==> src/rtl/layer_pkg.sv <==
// Shared types and defaults for the argmax output layer.
// Holds the FSM state encoding and default frame geometry.
package layer_pkg;

  localparam int T_DEF = 9;
  localparam int M_DEF = 5;

  typedef enum logic {
    COLLECT = 1'b0,
    OUTPUT  = 1'b1
  } state_t;

endpackage

==> src/rtl/argmax_datapath.sv <==
// Running max/index tracker with a signed comparator.
// Final frame result is latched into dedicated output registers.
module argmax_datapath #(
  parameter int T    = 9,
  parameter int LOGM = 3
) (
  input  logic                clk,
  input  logic                reset,
  input  logic                i_acc,
  input  logic                i_first,
  input  logic                i_last,
  input  logic [LOGM-1:0]     i_idx,
  input  logic signed [T-1:0] i_data,
  output logic signed [T-1:0] o_max,
  output logic [LOGM-1:0]     o_idx
);

  logic signed [T-1:0] r_max;
  logic [LOGM-1:0]     r_idx;
  logic signed [T-1:0] r_dout;
  logic [LOGM-1:0]     r_iout;

  logic                w_upd;
  logic signed [T-1:0] w_nmax;
  logic [LOGM-1:0]     w_nidx;

  // strict greater-than keeps the earliest index on ties
  assign w_upd  = i_first || (i_data > r_max);
  assign w_nmax = w_upd ? i_data : r_max;
  assign w_nidx = w_upd ? i_idx : r_idx;

  always_ff @(posedge clk or posedge reset) begin
    if (reset) begin
      r_max  <= '0;
      r_idx  <= '0;
      r_dout <= '0;
      r_iout <= '0;
    end else if (i_acc) begin
      r_max <= w_nmax;
      r_idx <= w_nidx;
      if (i_last) begin
        r_dout <= w_nmax;
        r_iout <= w_nidx;
      end
    end
  end

  assign o_max = r_dout;
  assign o_idx = r_iout;

endmodule

==> src/rtl/layer_argmax.sv <==
// Argmax output layer: collects M activations, presents max and index.
// Two-state FSM with a frame counter; datapath held in argmax_datapath.
module layer_argmax
  import layer_pkg::*;
#(
  parameter int T    = T_DEF,
  parameter int M    = M_DEF,
  parameter int LOGM = $clog2(M)
) (
  input  logic                clk,
  input  logic                reset,
  input  logic                s_valid,
  output logic                s_ready,
  input  logic signed [T-1:0] data_in,
  output logic                m_valid,
  input  logic                m_ready,
  output logic signed [T-1:0] data_out,
  output logic [LOGM-1:0]     idx_out
);

  state_t          r_state;
  state_t          w_state_nxt;
  logic [LOGM-1:0] r_cnt;
  logic [LOGM-1:0] w_cnt_nxt;
  logic            r_live;

  logic w_acc;
  logic w_first;
  logic w_last;

  // r_live keeps s_ready low until the first edge after reset
  assign s_ready = r_live && (r_state == COLLECT);
  assign m_valid = (r_state == OUTPUT);

  assign w_acc   = s_valid && s_ready;
  assign w_first = (r_cnt == '0);
  assign w_last  = (r_cnt == LOGM'(M - 1));

  always_ff @(posedge clk or posedge reset) begin
    if (reset) begin
      r_state <= COLLECT;
      r_cnt   <= '0;
      r_live  <= 1'b0;
    end else begin
      r_state <= w_state_nxt;
      r_cnt   <= w_cnt_nxt;
      r_live  <= 1'b1;
    end
  end

  always_comb begin
    w_state_nxt = r_state;
    w_cnt_nxt   = r_cnt;
    unique case (r_state)
      COLLECT: begin
        if (w_acc) begin
          if (w_last) begin
            w_cnt_nxt   = '0;
            w_state_nxt = OUTPUT;
          end else begin
            w_cnt_nxt = r_cnt + LOGM'(1);
          end
        end
      end
      OUTPUT: begin
        if (m_ready) w_state_nxt = COLLECT;
      end
      default: w_state_nxt = COLLECT;
    endcase
  end

  argmax_datapath #(
    .T    (T),
    .LOGM (LOGM)
  ) u_dp (
    .clk     (clk),
    .reset   (reset),
    .i_acc   (w_acc),
    .i_first (w_first),
    .i_last  (w_last),
    .i_idx   (r_cnt),
    .i_data  (data_in),
    .o_max   (data_out),
    .o_idx   (idx_out)
  );

endmodule

==> config.mk <==
export PLATFORM = sky130hd
export DESIGN_NAME = layer_argmax
export DESIGN_NICKNAME = d
export VERILOG_FILES = /design/src/rtl/layer_pkg.sv /design/src/rtl/argmax_datapath.sv /design/src/rtl/layer_argmax.sv
export SDC_FILE = /design/constraint.sdc
export NUM_CORES = 1
export LEC_CHECK = 0
export ABC_CLOCK_PERIOD_IN_PS = 2000
export BUFFER_PORTS_ARGS = -buffer_cell sky130_fd_sc_hd__buf_2
export CORE_MARGIN = 4
export CORE_UTILIZATION = 24
export CTS_CLUSTER_DIAMETER = 100
export DETAILED_ROUTE_END_ITERATION = 8
export MAX_ROUTING_LAYER = met4
export PLACE_DENSITY = 0.46
export SYNTH_ARGS = -nofsm -noshare
export SYNTH_HDL_FRONTEND = slang
export SYNTH_SLANG_ARGS = --single-unit
export TNS_END_PERCENT = 30
==> constraint.sdc <==
create_clock -name clk -period 2 [get_ports clk]
set_input_delay 0.4 -clock clk [delete_from_list [all_inputs] [get_ports clk]]
set_output_delay 0.4 -clock clk [all_outputs]
set_load 0.1 [all_outputs]
* Word level (Yosys, flattened, before mapping)
Cells that the tools add are included.
** Word-level totals
- Flip-flop bits (word level) :: 29
- Bits of input ports :: 13
- Output and inout port bits :: 14
- Logic and storage cells :: 24
** Operators by class
- $add $sub $neg :: 1
- $lt $le $gt $ge :: 1
- Equality and inequality tests :: 1
- Mux-type cells :: 7
- Bitwise gates (word level) :: 1
- Reductions and logical operators :: 6
** Operators by type and width (number)
- > comparator 9 bit :: 1
- 2-to-1 mux 9 bit :: 1
- 2-to-1 mux 3 bit :: 2
- AND reduction 2 bit :: 2
- adder 3 x 1 -> 3 bit, second input constant :: 1
- == test 3 bit, second input constant :: 1
- logical NOT 3 bit :: 1
- 2-to-1 mux 1 bit :: 3
- logical AND 1 bit :: 2
- case mux 1 bit (2 select lines) :: 1
- logical OR 1 bit :: 1
- inverter 1 bit :: 1

* Longest topological paths before layout
- Word-level depth :: 5
- Gate-level depth with buffers :: 9
- Depth with buffers taken out :: 8

* Modules after synthesis
Synthesis repeated with hierarchy kept, for this count alone.
** Unflattened totals
- Cells, all modules :: 157
- Area total of the unflattened synthesis :: 1665.3 µm²
** By module, submodules not included
- argmax_datapath :: instances 1, cells each 132, area an instance 1376.3 µm², sequential area each 600.6 µm²
- layer_argmax :: instances 1, cells each 25, area an instance 289.0 µm², sequential area each 125.1 µm²

* Worst setup path before layout
No wires, ideal clock.
- Path type :: flip-flop to flip-flop
- From :: reg r_state, in the netlist m_valid
- To :: reg u_dp.r_iout[0], in the netlist u_dp.o_idx[0]
- Library setup time :: 82 ps
- Arrival time :: 3378 ps
- Path slack :: -1460 ps
- Stages on the path, launching flop included :: 7
- Buffers on the path :: 1
- Clock period less this slack :: 3460 ps
- Cell sequence :: dfrtp_1 nor2b_1 nand2_1 nor2_1 clkbuf_1 nor2_1 a31oi_1
** Between the ends
- Cells in the longest elaborated chain, start to end :: 4
** RTL lines
- start: declaration :: RTL line layer_argmax.sv:21 : state_t r_state;
- start signal: assignment :: RTL line layer_argmax.sv:45 : r_state <= w_state_nxt;
- inverter 1 bit
- logical AND 1 bit :: RTL line layer_argmax.sv:32 : assign s_ready = r_live && (r_state == COLLECT);
- net s_ready :: RTL line layer_argmax.sv:13 : output logic s_ready,
- logical AND 1 bit :: RTL line layer_argmax.sv:35 : assign w_acc = s_valid && s_ready;
- AND reduction 2 bit (no line)
- end signal: assignment :: RTL line argmax_datapath.sv:43 : r_iout <= w_nidx;
- end: declaration :: RTL line argmax_datapath.sv:21 : logic [LOGM-1:0] r_iout;
The timed path passes the listed nets, and every way through them passes these cells.
A chain may end at the register's enable or synchronous reset.

* Worst setup path in the final report
- From :: reg u_dp.r_max[1]
- To :: reg u_dp.r_max[7]
** Between the ends
- Cells in the longest elaborated chain, start to end :: 3
** RTL lines
- start: declaration :: RTL line argmax_datapath.sv:18 : logic signed [T-1:0] r_max;
- start signal: assignment :: RTL line argmax_datapath.sv:39 : r_max <= w_nmax;
- > comparator 9 bit :: RTL line argmax_datapath.sv:28 : assign w_upd = i_first || (i_data > r_max);
- logical OR 1 bit :: RTL line argmax_datapath.sv:28
- 2-to-1 mux 9 bit :: RTL line argmax_datapath.sv:29 : assign w_nmax = w_upd ? i_data : r_max;
No other way between the ends.

==> metrics.md <==
| Metric | Value |
|---|---|
| Core area | 6350 um^2 |
| Routability cong. | 0.803 |
| Post-synth EDFFs | 0 |
| Layout Nets | 238 |
| Largest stage delay on the critical path | 400 ps |
| Post-synth ARST share | 100% |
| FF+latch count, synth | 29 |
| Post-Syn Area | 1560 um^2 |
| Initial core utilization | 24.6% |
| Crit start category | flop |
| First-pass GRT wire length | 6280 um |
| DP HPWL | 2590 um |
| Sequential share of the synthesized area | 46.4% |
| Htree depth | 2 |
| Fin. Hold Viols | 0 |
| CP Capture Type | flop |
| Clk_skew | 6.44 ps |
| Number of global-route vias before repair | 1361 |
| Routed len/inst | 12.7 um |
| Cts bufs inserted | 5 |
| Met3 GRT Util | 2.23% |
| Cell Area, Placed | 1950 um^2 |
| WL final | 3700 um |
| Endpoints failing setup | 0 |
| Area growth syn-to-layout | 40.8% |
| Commonest non-fill, non-tap cell in the layout | nand2_1 |
| Worst-path cell chain | inv_2 -> ha_4 -> nand4_4 -> nor4_4 -> nor4_2 -> a21oi_2 -> o21ai_2 -> buf_6 -> mux2_4 |
| Met1 usage | 12.8% |
| Die width | 88.7 um |
| Worst hold path type | in2async |
| Root Driver | clkbuf_8 |
| Die Ht | 88.7 um |
| Via count | 1271 |
| Count of final max-slew check failures | 0 |
| Post-route antenna net violation count | 0 |
| Final period util | 99.6% |
| CTS Buffer Depth | 2 |
| Pin count of the biggest net entering global routing | 30 |
| Syn nets | 185 |
| Tot GR Track Use | 10.8% |
| PortBufs | 26 |
| M2 GR Usage | 17.2% |
| Vias per inst | 4.37 |
| Antenna Cells | 0 |
| Slowest cell on the critical path | dfrtp_1 |
| CP Buf/Inv Count | 2 |
| Cell count after synthesis | 161 |
| RSZ-0062 raised after global routing | true |
| Status | finished, final reports clean |
| Setup total negative slack | 0 ps |
| Clock sink count | 29 |
| Initial antenna violation count | 0 |
| Drt first-iter violations | 28 |
| Synth Flop Type | dfrtp_1 |
| Grt ovf | 0 |
| WP data arrival | 2150 ps |
| DRC viols | 0 |
| Most frequent cells in the layout | nand2_1, dfrtp_1, buf_2 |
| Max Clock Freq | 0.502 GHz |
| Share of layout cells above drive strength 1 | 46.7% |
| Post-CTS Hold Fix Bufs | 0 |
| WS Path Type | reg2reg |
| Post-Synthesis Mean Instance Area | 9.71 um^2 |
| Cell area after layout | 2200 um^2 |
| Worst-skew pair later-pin latency | 270 ps |
| IO Pins | 27 |
| Row cnt | 29 |
| Pre-antenna DRT Iters | 4 |
| Req. time, crit path | 2150 ps |
| Synth warnings | 0 |
| Worst-path fanout max | 7 |
| Period minus WS final | 1990 ps |
| Maxcap violations | 0 |
| Unique masters post-synth | 30 |
| Clk slew on worst S/H paths | 60 ps |
| CTS tree | built |
| Cell family with most CP delay | simple AND/OR/NAND/NOR gates |
| Die area | 7870 um^2 |
| Grt peak-use layer | met2 |
## state kept, by name, indices dropped and copies added, names as in the netlist
register,cells
u_dp.o_max,9
u_dp.r_max,9
m_valid,1
u_dp.r_idx,3
u_dp.o_idx,3
r_cnt,3
r_live,1
## Yosys cell counts, types with 2 or more instances
cell type	count	share of area, %
buf_2	2	0.64
a21oi_1	5	1.6
nand2_1	34	8.2
nor2_1	19	4.6
ha_1	11	8.8
a31oi_1	11	4.4
o21ai_1	4	1.3
mux2_4	10	9.6
o21ai_0	2	0.64
dfrtp_1	29	46
clkbuf_1	2	0.48
inv_1	14	3.4
## final timing paths
path	startpoint	endpoint	slack (ps)	cells past startpoint
min in group clk	m_ready	m_valid	320	2
setup reg to reg	u_dp.r_max[1]	u_dp.r_max[7]	7	9
setup / recovery	u_dp.r_max[1]	u_dp.r_max[7]	7	9
hold reg to reg	u_dp.r_idx[2]	u_dp.r_idx[2]	510	2
max in group asynchronous	reset	m_valid	1490	3
hold / removal	reset	u_dp.r_max[1]	200	3
## kinds of logic (layout without fill, tap and decap cells)
family / after synthesis / count (layout) / synth area share, %
AOI/OAI and AO/OA: 28 / 28 / 11.1
other: 1 / 1 / 0.240
DFF: 29 / 29 / 46.4
buffers and inverters: 20 / 73 / 5.68
and+or+nand+nor: 61 / 61 / 17.4
muxes: 11 / 11 / 10.3
adders and majority gates: 11 / 11 / 8.81
## metal layers
layer,wire [um],up-vias
met5,0,-
met4,62,0
met3,170,8
met2,1660,24
met1,1800,593
li1,-,646
## layout make-up
class,count,area (um^2)
well taps,77,96.3
multi-input cells,112,903
clock buffers,7,86.3
repair buffers,52,333
flip-flops and latches,29,729
inverters,14,52.6
fillers,666,4150
## per-stage QoR
step	utilization [%]	setup WS (ps)	cells	hold WS, ps
after global routing	34.7	-95.0	291	244
after floorplan	-	-145	161	463
after detailed placement	30.7	-279	282	496
after global placement	30.7	-254	282	483
final	34.7	7.01	291	199
after CTS	34.4	2.73	290	208
## timing repair
item	in CTS	in global routing
endpoints found under the setup margin	13	24
setup buffers	1	1
pin swaps	6	3
resized for setup	18	10
## worst register-to-register path: stages (launching register included)
cell and delay [ps]:
dfrtp_1 400, inv_2 80, ha_4 190, nand4_4 100, nor4_4 50, nor4_2 270
a21oi_2 100, o21ai_2 200, buf_6 180, mux2_4 300
Power is not shown: default switching activity piles up to over one toggle a cycle in this logic, so the estimate is an artifact.
